### config.mk
export PLATFORM = sky130hd
export DESIGN_NAME = lcd_master_channel_arbiter
export DESIGN_NICKNAME = d
export VERILOG_FILES = /design/src/rtl/lcd_master_pkg.sv /design/src/rtl/lcd_master_rr_picker.sv /design/src/rtl/lcd_master_channel_arbiter.sv
export SDC_FILE = /design/constraint.sdc
export NUM_CORES = 1
export LEC_CHECK = 0
export ABC_AREA = 1
export CORE_UTILIZATION = 42
export DETAILED_ROUTE_END_ITERATION = 16
export GPL_TIMING_DRIVEN = 0
export PLACE_DENSITY = 0.89
export SLEW_MARGIN = 5
export SYNTH_ARGS = -nofsm -noshare
export SYNTH_HDL_FRONTEND = slang
export SYNTH_SLANG_ARGS = --single-unit
### constraint.sdc
create_clock -name clk -period 1.8 [get_ports clk]
set_input_delay 0.36 -clock clk [delete_from_list [all_inputs] [get_ports clk]]
set_output_delay 0.36 -clock clk [all_outputs]
set_load 0.02 [all_outputs]
### src/rtl/lcd_master_pkg.sv
// Shared types and the round-robin selection helper for the LCD master channel arbiter.
package lcd_master_pkg;

  localparam int MAX_IN = 8;
  localparam int IDX_W  = 3;

  typedef enum logic {
    IDLE   = 1'b0,
    LOCKED = 1'b1
  } state_e;

  typedef struct packed {
    logic             found;
    logic [IDX_W-1:0] idx;
  } pick_t;

  // Walks offsets from the highest down so the lowest offset from ptr wins last.
  function automatic pick_t rr_pick(input logic [MAX_IN-1:0] req,
                                    input logic [IDX_W-1:0]  ptr,
                                    input logic [IDX_W:0]    n);
    pick_t            res;
    logic [IDX_W:0]   pos;
    res = '0;
    for (int k = MAX_IN - 1; k >= 0; k--) begin
      pos = {1'b0, ptr} + (IDX_W+1)'(k);
      if (pos >= n) pos = pos - n;
      if (((IDX_W+1)'(k) < n) && req[pos[IDX_W-1:0]]) begin
        res.found = 1'b1;
        res.idx   = pos[IDX_W-1:0];
      end
    end
    return res;
  endfunction

endpackage

### src/rtl/lcd_master_rr_picker.sv
// Combinational round-robin priority encoder: first set request at or after ptr_i, wrapping.
module lcd_master_rr_picker
  import lcd_master_pkg::*;
#(
  parameter int NUM_IN = 2
) (
  input  logic [NUM_IN-1:0] req_i,
  input  logic [IDX_W-1:0]  ptr_i,
  output logic              found_o,
  output logic [IDX_W-1:0]  idx_o
);

  pick_t pick;

  always_comb begin
    pick    = rr_pick(MAX_IN'(req_i), ptr_i, (IDX_W+1)'(NUM_IN));
    found_o = pick.found;
    idx_o   = pick.idx;
  end

endmodule

### src/rtl/lcd_master_channel_arbiter.sv
// Packet-locked round-robin arbiter merging NUM_IN Avalon-ST byte streams into one
// registered output stream tagged with the source index on out_channel.
module lcd_master_channel_arbiter
  import lcd_master_pkg::*;
#(
  parameter int NUM_IN = 2,
  parameter int DATA_W = 8,
  parameter int CHAN_W = 8
) (
  input  logic                     clk,
  input  logic                     reset,
  input  logic [NUM_IN-1:0]        in_valid,
  output logic [NUM_IN-1:0]        in_ready,
  input  logic [NUM_IN*DATA_W-1:0] in_data,
  input  logic [NUM_IN-1:0]        in_startofpacket,
  input  logic [NUM_IN-1:0]        in_endofpacket,
  input  logic                     out_ready,
  output logic                     out_valid,
  output logic [DATA_W-1:0]        out_data,
  output logic [CHAN_W-1:0]        out_channel,
  output logic                     out_startofpacket,
  output logic                     out_endofpacket,
  output logic [NUM_IN-1:0]        grant,
  output logic                     busy
);

  state_e              state_q, state_d;
  logic [IDX_W-1:0]    ptr_q, ptr_d;
  logic [IDX_W-1:0]    gidx_q, gidx_d;
  logic [NUM_IN-1:0]   grant_q, grant_d;
  logic                ov_q, ov_d;
  logic [DATA_W-1:0]   od_q, od_d;
  logic [CHAN_W-1:0]   och_q, och_d;
  logic                osop_q, osop_d;
  logic                oeop_q, oeop_d;

  logic                pick_found;
  logic [IDX_W-1:0]    pick_idx;
  logic [NUM_IN-1:0]   pick_onehot;
  logic                out_free;
  logic                accept;
  logic                sel_sop, sel_eop;
  logic [DATA_W-1:0]   sel_data;

  lcd_master_rr_picker #(.NUM_IN(NUM_IN)) u_picker (
    .req_i   (in_valid),
    .ptr_i   (ptr_q),
    .found_o (pick_found),
    .idx_o   (pick_idx)
  );

  // grant_q is all-zero in IDLE, so it alone gates in_ready and the beat mux.
  assign out_free = !ov_q || out_ready;
  assign in_ready = grant_q & {NUM_IN{out_free}};
  assign accept   = |(in_valid & in_ready);
  assign sel_sop  = |(in_startofpacket & grant_q);
  assign sel_eop  = |(in_endofpacket & grant_q);

  always_comb begin
    sel_data    = '0;
    pick_onehot = '0;
    for (int i = 0; i < NUM_IN; i++) begin
      if (grant_q[i]) sel_data = sel_data | in_data[i*DATA_W +: DATA_W];
      pick_onehot[i] = (pick_idx == IDX_W'(i));
    end
  end

  always_comb begin
    state_d = state_q;
    ptr_d   = ptr_q;
    gidx_d  = gidx_q;
    grant_d = grant_q;
    ov_d    = ov_q;
    od_d    = od_q;
    och_d   = och_q;
    osop_d  = osop_q;
    oeop_d  = oeop_q;
    if (out_ready) ov_d = 1'b0;
    case (state_q)
      IDLE: begin
        if (pick_found) begin
          state_d = LOCKED;
          gidx_d  = pick_idx;
          grant_d = pick_onehot;
        end
      end
      LOCKED: begin
        if (accept) begin
          ov_d   = 1'b1;
          od_d   = sel_data;
          och_d  = CHAN_W'(gidx_q);
          osop_d = sel_sop;
          oeop_d = sel_eop;
          if (sel_eop) begin
            state_d = IDLE;
            grant_d = '0;
            ptr_d   = (gidx_q == IDX_W'(NUM_IN - 1)) ? '0 : gidx_q + IDX_W'(1);
          end
        end
      end
      default: state_d = IDLE;
    endcase
  end

  always_ff @(posedge clk) begin
    if (reset) begin
      state_q <= IDLE;
      ptr_q   <= '0;
      gidx_q  <= '0;
      grant_q <= '0;
      ov_q    <= 1'b0;
      od_q    <= '0;
      och_q   <= '0;
      osop_q  <= 1'b0;
      oeop_q  <= 1'b0;
    end else begin
      state_q <= state_d;
      ptr_q   <= ptr_d;
      gidx_q  <= gidx_d;
      grant_q <= grant_d;
      ov_q    <= ov_d;
      od_q    <= od_d;
      och_q   <= och_d;
      osop_q  <= osop_d;
      oeop_q  <= oeop_d;
    end
  end

  assign out_valid         = ov_q;
  assign out_data          = od_q;
  assign out_channel       = och_q;
  assign out_startofpacket = osop_q;
  assign out_endofpacket   = oeop_q;
  assign grant             = grant_q;
  assign busy              = (state_q == LOCKED);

endmodule

==> impl_metrics.env, run 1 <==
export IMPL_cts_sinks=23
export IMPL_remaining_drc_errors=0
export IMPL_floorplan_initialDensity=0.461
export IMPL_cts_buffers=3
export IMPL_synth_area_mm2=0.00119
export IMPL_cts_htree_levels=1
export IMPL_fin_area_mm2=0.00171
export IMPL_fillers=197
export IMPL_fin_crit_ns=1.68
export IMPL_syn_area_per_cell_um2=7.47
export IMPL_p_int_uw=783
export IMPL_syn_to_final_growth_pct=42.7
export IMPL_fin_crit_sh=0.936
export IMPL_cp_start_kind="flop"
export IMPL_die_y_um=55.3
export IMPL_r2r_slack_ns=0.15
export IMPL_firstDrtPassIters=4
export IMPL_drt_initial_drc_count=28
export IMPL_setup_viol=0
export IMPL_synth_edf_count=0
export IMPL_yosys_cell_types_count=30
export IMPL_max_freq_ghz=0.594
export IMPL_hold_ws_ns=0.477
export IMPL_hold_class="reg -> reg"
export IMPL_ant_nets=0
export IMPL_ios=49
export IMPL_switching_share=0.301
export IMPL_wl_um=2830
export IMPL_finalHoldViolations=0
export IMPL_leakagePower_uw=0.000716
export IMPL_yosysTopAreaCellShare=0.385
export IMPL_wire_per_inst_um=11.8
export IMPL_r2r_end="grant[1]"
export IMPL_end_kind="primary output"
export IMPL_place_port_buffers=43
export IMPL_via_per_inst=4.99
export IMPL_clkLatencyLatePin_ns=0.30
export IMPL_final_cells=241
export IMPL_yosys_register_bits=23
export IMPL_nets=242
export IMPL_max_clock_path_buffers=2
export IMPL_die_area_mm2=0.00306
export IMPL_comb_power_share=0.292
export IMPL_p_switching_uw=338
export IMPL_finalPower_uw=1120
export IMPL_rows=18
export IMPL_maxCapViolCount=0
export IMPL_reg2reg_from="ptr_q[1]"
export IMPL_critical_path_class="reg -> out"
export IMPL_r2r_cells=10
export IMPL_required_ns=1.44
export IMPL_seq_power_share=0.505
export IMPL_root_buffer="clkbuf_4"
export IMPL_crit_fanout=4
export IMPL_design_core_area_mm2=0.00259
export IMPL_cpMaxStageDelayCell="clkdlybuf4s50_1"
export IMPL_postSynthCellCount=160
export IMPL_maxSlewViolCount=0
export IMPL_grt_pass1_wl_um=4820
export IMPL_crit_chain="clkdlybuf4s50_1"
export IMPL_gp_congestion=0.763
export IMPL_drive_gt1_frac=0.137
export IMPL_synth_main_ff_cell="dfxtp_1"
export IMPL_arrival_ns=1.32
export IMPL_vias=1202
export IMPL_clock_skew_ns=0.000888
export IMPL_cp_num_buf_inv=1
export IMPL_synth_most_common_cell="nand2_1"
export IMPL_synthArstFlopShare=0
export IMPL_p_per_area_mw_per_mm2=657
export IMPL_dp_cells=237
export IMPL_yosysSeqAreaShare=0.385
export IMPL_critPathMaxStageDelay_ns=0.62
export IMPL_rsz0062_at_grt="false"
export IMPL_yosys_top_cells_area="dfxtp_1 (39%), nand2_1 (13%), o21ai_0 (5.4%)"
export IMPL_first_global_vias=1176
export IMPL_num_antenna_cells=0
export IMPL_synth_largest_area_cell="dfxtp_1"
export IMPL_tns_ns=0
export IMPL_outcome="complete, no violations"
export IMPL_grt_usage=0.192
export IMPL_min_from="out_endofpacket"
export IMPL_die_x_um=55.3
export IMPL_antenna_found_initial=0
export IMPL_yosysWarnings=0
export IMPL_holdPathEnd="out_endofpacket"
export IMPL_path_delay_family="buffers and inverters"
export IMPL_ir_worst_vdd_uv=653
export IMPL_post_dp_cell_area_mm2=0.00168
export IMPL_min_path_cells=2
export IMPL_cts_setup_buffers=0
export IMPL_clk_pin_slew_ns=0.12
export IMPL_cts_tree="yes"
export IMPL_ys_top_cells_by_count="nand2_1 (41), dfxtp_1 (23), inv_1 (15), o21ai_0 (13), nor2_1 (9)"
export IMPL_dp_hpwl_um=2200
export IMPL_pwr_share_clk=0.203
export IMPL_grt_start_max_net_pins=13
export IMPL_grt_overflow_total=0
worst max-delay path by stage:
stage,startpoint,end,cells past startpoint
detailed placement,out_ready,in_ready[0],6
global route,ptr_q[1],grant[1],10
global placement,out_ready,in_ready[0],6
floorplan,grant[1],in_ready[1],3
CTS,out_ready,in_ready[0],6
finish,grant[0],grant[0],1
repair_timing:
| action | in CTS | in global routing |
|---|---|---|
| hold buffers | 0 | 0 |
| setup endpoints to repair | 2 | 4 |
| resized for setup | 6 | 6 |
flip-flops by register name, summed over array words and instances (netlist names):
register	count
out_channel	3
out_endofpacket	1
out_valid	1
grant	2
busy	1
out_data	8
out_startofpacket	1
ptr_q	3
gidx_q	3
tightest hold or removal path: cells and delay by family, from the launching register on:
kind	cells	cell delay, ns
flip-flops	1	0.33
AND/OR/NAND/NOR	1	0.06
AO/OA/AOI/OAI	1	0.05
per-layer routing:
layer  track usage  share of wire  vias up  wire length, um
li1              -              -      628                -
met1         0.211           0.42      531             1180
met2         0.353           0.51       39             1440
met3        0.0398          0.059        4              167
met4        0.0786          0.015        0               43
met5             0              0        -                0
kinds of logic (layout without fill, tap and decap cells):
kind of cell             Yosys count  count (layout)  synth area share
AO/OA/AOI/OAI                     39              39             0.205
XOR/XNOR                           2               2            0.0147
adder cells (fa/ha/maj)            5               5            0.0524
buffers and inverters             27              74             0.110
flip-flops                        23              23             0.385
other                              1               5           0.00314
AND/OR/NAND/NOR                   63              63             0.229
cell type report:
| cell class | count | area [um^2] | share of cell area |
|---|---|---|---|
| multi-input cells | 114 | 618 | 0.362 |
| inverters | 17 | 63.8 | 0.0374 |
| flip-flops and latches | 23 | 463 | 0.271 |
| repair buffers | 43 | 423 | 0.248 |
| well taps | 30 | 37.5 | 0.0220 |
| plain buffers | 10 | 73.8 | 0.0433 |
| clock buffers | 4 | 26.3 | 0.0154 |
cell usage in the layout, fill, tap and decap left out, types with 2 or more instances in the layout:
master and instances:
inv_1 15, nor3_1 2, clkdlybuf4s50_1 40, a31oi_1 8, dfxtp_2 2, nand2_2 2, inv_2 2, conb_1 5
ha_1 5, buf_4 6, clkbuf_2 3, a21oi_1 8, o21ai_0 13, nand3_1 3, nand2_1 41, o21ai_1 3
nor2_1 9, nand4_1 2, clkbuf_4 4, dfxtp_1 21, a21oi_4 2, nand3_2 3
power by group through the flow:
stage | sequential, uW | combinational (uW) | clock [uW]
final | 566 | 328 | 227
after global routing | 571 | 358 | 255
after CTS | 566 | 331 | 232
after detailed placement | 577 | 329 | 0
after global placement | 576 | 323 | 0
after floorplan | 608 | 146 | 0
through the flow:
step                      utilization  setup WS (ns)
after floorplan                     -          0.299
after global placement          0.648         -0.269
after detailed placement        0.648         -0.261
after CTS                       0.660        0.00303
after global routing            0.658        0.00126
final                           0.658          0.115
No activity file was read; power rests on OpenSTA's default activity.
==> run 2, diff against run 1 <==
--- a/config.mk
+++ b/config.mk
@@ -6,10 +6,12 @@
 export NUM_CORES = 1
 export LEC_CHECK = 0
 export ABC_AREA = 1
+export CAP_MARGIN = 20
 export CORE_UTILIZATION = 42
 export DETAILED_ROUTE_END_ITERATION = 16
 export GPL_TIMING_DRIVEN = 0
 export PLACE_DENSITY = 0.89
+export SKIP_LAST_GASP = 1
 export SLEW_MARGIN = 5
 export SYNTH_ARGS = -nofsm -noshare
 export SYNTH_HDL_FRONTEND = slang
==> run 2 against run 1 <==
Against the previous run:
- via count unchanged
- core utilization up 0.29 points
- final area up 0.44%
- worst setup slack about the same
- first-iteration DRC count unchanged
- die area unchanged
- worst hold slack about the same
==> impl_metrics.env, run 2 (synthesis gave the netlist of run 1 again) <==
export IMPL_outcome="complete, no violations"
export IMPL_setup_viol=0
export IMPL_path_delay_family="buffers and inverters"
export IMPL_critical_path_class="reg -> out"
export IMPL_wire_per_inst_um=11.8
export IMPL_first_global_vias=1176
export IMPL_remaining_drc_errors=0
export IMPL_rsz0062_at_grt="false"
export IMPL_crit_fanout=4
export IMPL_critPathMaxStageDelay_ns=0.62
export IMPL_cts_htree_levels=1
export IMPL_floorplan_initialDensity=0.461
export IMPL_drive_gt1_frac=0.133
export IMPL_ant_nets=0
export IMPL_grt_usage=0.192
export IMPL_grt_overflow_total=0
export IMPL_dp_hpwl_um=2200
export IMPL_leakagePower_uw=0.000731
export IMPL_tns_ns=0
export IMPL_most_common_layout_cells="nand2_1 (41), clkdlybuf4s50_1 (40), dfxtp_1 (21)"
export IMPL_vias=1202
export IMPL_die_y_um=55.3
export IMPL_clk_pin_slew_ns=0.12
export IMPL_die_x_um=55.3
export IMPL_cp_num_buf_inv=1
export IMPL_rows=18
export IMPL_crit_chain="clkdlybuf4s50_1"
export IMPL_end_kind="primary output"
export IMPL_ir_worst_vdd_uv=654
export IMPL_multiInputGateArea_um2=618
export IMPL_syn_to_final_growth_pct=43.4
export IMPL_cts_sinks=23
export IMPL_fin_crit_ns=1.68
export IMPL_final_common_cell="nand2_1"
export IMPL_grt_pass1_wl_um=4820
export IMPL_cts_buffers=3
export IMPL_design_core_area_mm2=0.00259
export IMPL_clkLatencyLatePin_ns=0.30
export IMPL_via_per_inst=4.99
export IMPL_hold_class="reg -> reg"
export IMPL_finalHoldViolations=0
export IMPL_wl_um=2830
export IMPL_num_antenna_cells=0
export IMPL_cts_tree="yes"
export IMPL_maxCapViolCount=0
export IMPL_largest_reg_flops=8
export IMPL_seqCellArea_um2=463
export IMPL_nets=242
export IMPL_required_ns=1.44
export IMPL_firstDrtPassIters=4
export IMPL_max_freq_ghz=0.594
export IMPL_finalPower_uw=1120
export IMPL_arrival_ns=1.32
export IMPL_cp_start_kind="flop"
export IMPL_p_per_area_mw_per_mm2=656
export IMPL_fin_crit_sh=0.936
export IMPL_clock_skew_ns=0.000902
export IMPL_antenna_found_initial=0
export IMPL_place_port_buffers=43
export IMPL_ios=49
export IMPL_grt_start_max_net_pins=13
export IMPL_max_clock_path_buffers=2
export IMPL_gp_congestion=0.763
export IMPL_root_buffer="clkbuf_4"
export IMPL_cpMaxStageDelayCell="clkdlybuf4s50_1"
export IMPL_maxSlewViolCount=0
export IMPL_drt_initial_drc_count=28
export IMPL_die_area_mm2=0.00306
export IMPL_hold_ws_ns=0.477
export IMPL_fillers=197
==> run 2: changes by cell type in the layout (fill, tap and decap cells not counted), sizes merged <==
cell and delta:
clkbuf -1, dlymetal6s2s +1
==> run 2: layout make-up <==
cell class	count	area share
timing repair buffer	43	0.251
inverter	17	0.0373
tap	30	0.0219
sequential	23	0.270
clock buffer	4	0.0153
buffer	10	0.0431
multi-input combinational	114	0.361
==> run 2: per-layer routing <==
layer,track usage,up-vias,part of all wire
met4,0.0786,0,0.015
met5,0,-,0
met2,0.353,39,0.51
met1,0.211,531,0.42
li1,-,628,-
met3,0.0398,4,0.059
==> run 2: power by group <==
group	internal, uW	leakage (uW)	switching [uW]
Clock	86.2	0.0000150	141
Sequential	542	0.000188	24.7
Combinational	158	0.000527	172
==> run 2: worst paths after layout <==
check,startpoint,slack (ns),cells past startpoint,endpoint
max,grant[0],0.12,1,grant[0]
min,out_endofpacket,0.48,2,out_endofpacket
max reg2reg,ptr_q[1],0.15,10,grant[1]
min reg2reg,out_endofpacket,0.48,2,out_endofpacket
==> run 2: tightest hold or removal path, stage by stage (launching register included) <==
cell and delay (ns):
dfxtp_1 0.33, nand2_1 0.06, a21oi_1 0.05
==> run 2: stage by stage <==
step	utilization	instance area [um^2]	setup WS, ns	cells
6_report	0.661	1710	0.115	241
5_1_grt	0.661	1710	0.00126	241
4_1_cts	0.660	1710	-0.275	241
3_5_place_dp	0.648	1680	-0.261	237
3_3_place_gp	0.648	1680	-0.269	237
2_1_floorplan	-	1210	0.299	164
==> run 2: repair_timing <==
action | in CTS | in global routing
gates resized for setup | 5 | 5
hold endpoints to repair | 0 | 0
hold buffers | 0 | 0
pin swaps | 0 | 0
setup buffers | 0 | 0
endpoints found under the setup margin | 2 | 4
==> run 3, diff against run 2 <==
--- a/config.mk
+++ b/config.mk
@@ -11,6 +11,7 @@
 export DETAILED_ROUTE_END_ITERATION = 16
 export GPL_TIMING_DRIVEN = 0
 export PLACE_DENSITY = 0.89
+export REMOVE_ABC_BUFFERS = 1
 export SKIP_LAST_GASP = 1
 export SLEW_MARGIN = 5
 export SYNTH_ARGS = -nofsm -noshare
==> run 3 against run 2 <==
Against the previous run:
- count of clock-buffer cells in the layout is 1 lower
- via count fell by 0.25%
- register-to-register slack improved by 0.03 ns
- first-iteration DRC count is 7.1% higher
- final area decreased by 3.3%
- clock skew grew 0.0035 ns
- combinational power decreased by 8.5%
- non-clock buffer count is 10 lower
- die area unchanged
- highest routed layer unchanged
- critical path depth is 5 higher
- worst setup slack improved by 0.0042 ns
- worst hold slack improved by 0.015 ns
==> impl_metrics.env, run 3 (synthesis gave the netlist of run 1 again) <==
export IMPL_wire_per_inst_um=12.6
export IMPL_end_kind="primary output"
export IMPL_max_freq_ghz=0.595
export IMPL_crit_fanout=4
export IMPL_clk_pin_slew_ns=0.12
export IMPL_floorplan_initialDensity=0.461
export IMPL_cts_htree_levels=1
export IMPL_ant_nets=0
export IMPL_cts_sinks=23
export IMPL_cts_hold_buf=0
export IMPL_gp_congestion=0.756
export IMPL_finalHoldViolations=0
export IMPL_dp_cells=227
export IMPL_antenna_found_initial=0
export IMPL_fin_crit_sh=0.934
export IMPL_num_antenna_cells=0
export IMPL_drive_gt1_frac=0.114
export IMPL_cts_buffers=3
export IMPL_rows=18
export IMPL_required_ns=1.44
export IMPL_arrival_ns=1.32
export IMPL_grt_usage=0.192
export IMPL_crit_chain="clkdlybuf4s50_1, inv_1, nand2_2, inv_1, nor2_1, dlymetal6s2s_1"
export IMPL_remaining_drc_errors=0
export IMPL_cp_start_kind="input pin"
export IMPL_clock_skew_ns=0.00443
export IMPL_first_global_vias=1120
export IMPL_drt_initial_drc_count=30
export IMPL_root_buffer="clkbuf_4"
export IMPL_largest_reg_flops=8
export IMPL_maxCapViolCount=0
export IMPL_crit_path_frequent_cell="inv_1"
export IMPL_cpMaxStageDelayCell="clkdlybuf4s50_1"
export IMPL_final_common_cell="nand2_1"
export IMPL_via_per_inst=5.17
export IMPL_grt_start_max_net_pins=25
export IMPL_grt_overflow_total=0
export IMPL_most_common_layout_cells="nand2_1 (41), clkdlybuf4s50_1 (38), dfxtp_1 (18)"
export IMPL_setup_viol=0
export IMPL_critical_path_class="in -> out"
export IMPL_place_port_buffers=43
export IMPL_leakagePower_uw=0.000703
export IMPL_wl_um=2910
export IMPL_ir_worst_vdd_uv=521
export IMPL_final_cells=232
export IMPL_clkLatencyLatePin_ns=0.31
export IMPL_die_x_um=55.3
export IMPL_post_route_worst_setup_slack_ns=0.119
export IMPL_dp_slack_ns=-0.271
export IMPL_cts_setup_buffers=0
export IMPL_max_clock_path_buffers=2
export IMPL_syn_to_final_growth_pct=38.6
export IMPL_fin_crit_ns=1.68
export IMPL_cts_tree="yes"
export IMPL_die_area_mm2=0.00306
export IMPL_hold_class="reg -> reg"
export IMPL_rsz0062_at_grt="false"
export IMPL_vias=1199
export IMPL_ios=49
export IMPL_relSlewSlack=0.625
export IMPL_nets=233
export IMPL_dp_hpwl_um=2000
export IMPL_tns_ns=0
export IMPL_critPathMaxStageDelay_ns=0.45
export IMPL_p_per_area_mw_per_mm2=675
export IMPL_design_core_area_mm2=0.00259
export IMPL_die_y_um=55.3
export IMPL_firstDrtPassIters=4
export IMPL_final_core_util=0.640
export IMPL_tightest_slew_ns=0.563
export IMPL_outcome="complete, no violations"
export IMPL_grt_pass1_wl_um=4690
export IMPL_maxSlewViolCount=0
-- run 3: cell types whose count changed in the layout (fill, tap and decap cells not counted), sizes merged --
cell	previous run	this run
a21oi	11	12
buf	8	0
clkbuf	7	4
clkdlybuf4s50	40	38
clkinv	0	1
dlygate4sd2	0	1
dlymetal6s2s	2	3
-- run 3: what timing repair did --
item                       in CTS  in global routing
hold endpoints to repair        0                  0
resized for setup               5                  8
setup endpoints to repair       4                  7
pin swaps                       0                  1
cloned                          0                  1
-- run 3: path summary, 6_finish.rpt --
path,start,to,slack [ns],cells after the start
max,out_ready,in_ready[0],0.12,6
min,out_endofpacket,out_endofpacket,0.49,2
max reg2reg,ptr_q[1],grant[1],0.18,10
min reg2reg,out_endofpacket,out_endofpacket,0.49,2
-- run 3: report_power, final --
| part | internal [uW] | switching (uW) | total, uW |
|---|---|---|---|
| logic | 139 | 163 | 302 |
| clock network | 83.0 | 153 | 236 |
| registers | 542 | 37.7 | 580 |
-- run 3: critical path, delay by kind of cell --
| kind | cells | cell delay, ns |
|---|---|---|
| buffers and inverters | 4 | 0.79 |
| and+or+nand+nor | 2 | 0.17 |
-- run 3: routing by layer --
metal,GRT usage,wire [um],vias up
met5,0,0,-
met4,0.0929,66,0
met3,0.0632,236,6
met2,0.334,1510,47
met1,0.209,1100,544
li1,-,-,602
-- run 3: cell type report --
class                           count  area, um^2
Fill cell                         213         933
Multi-Input combinational cell    115         627
Sequential cell                    23         469
Timing Repair Buffer               43         432
Inverter                           17        63.8
Tap cell                           30        37.5
Clock buffer                        3        22.5
Clock inverter                      1        5.00
-- run 3: through the flow --
| step | total power [uW] | hold slack [ns] | instance area, um^2 |
|---|---|---|---|
| 2_1_floorplan | 737 | 0.422 | 1140 |
| 4_1_cts | 1120 | 0.491 | 1640 |
| 5_1_grt | 1180 | 0.521 | 1660 |
| 3_3_place_gp | 882 | 0.460 | 1610 |
| 6_report | 1120 | 0.492 | 1660 |
| 3_5_place_dp | 889 | 0.467 | 1610 |
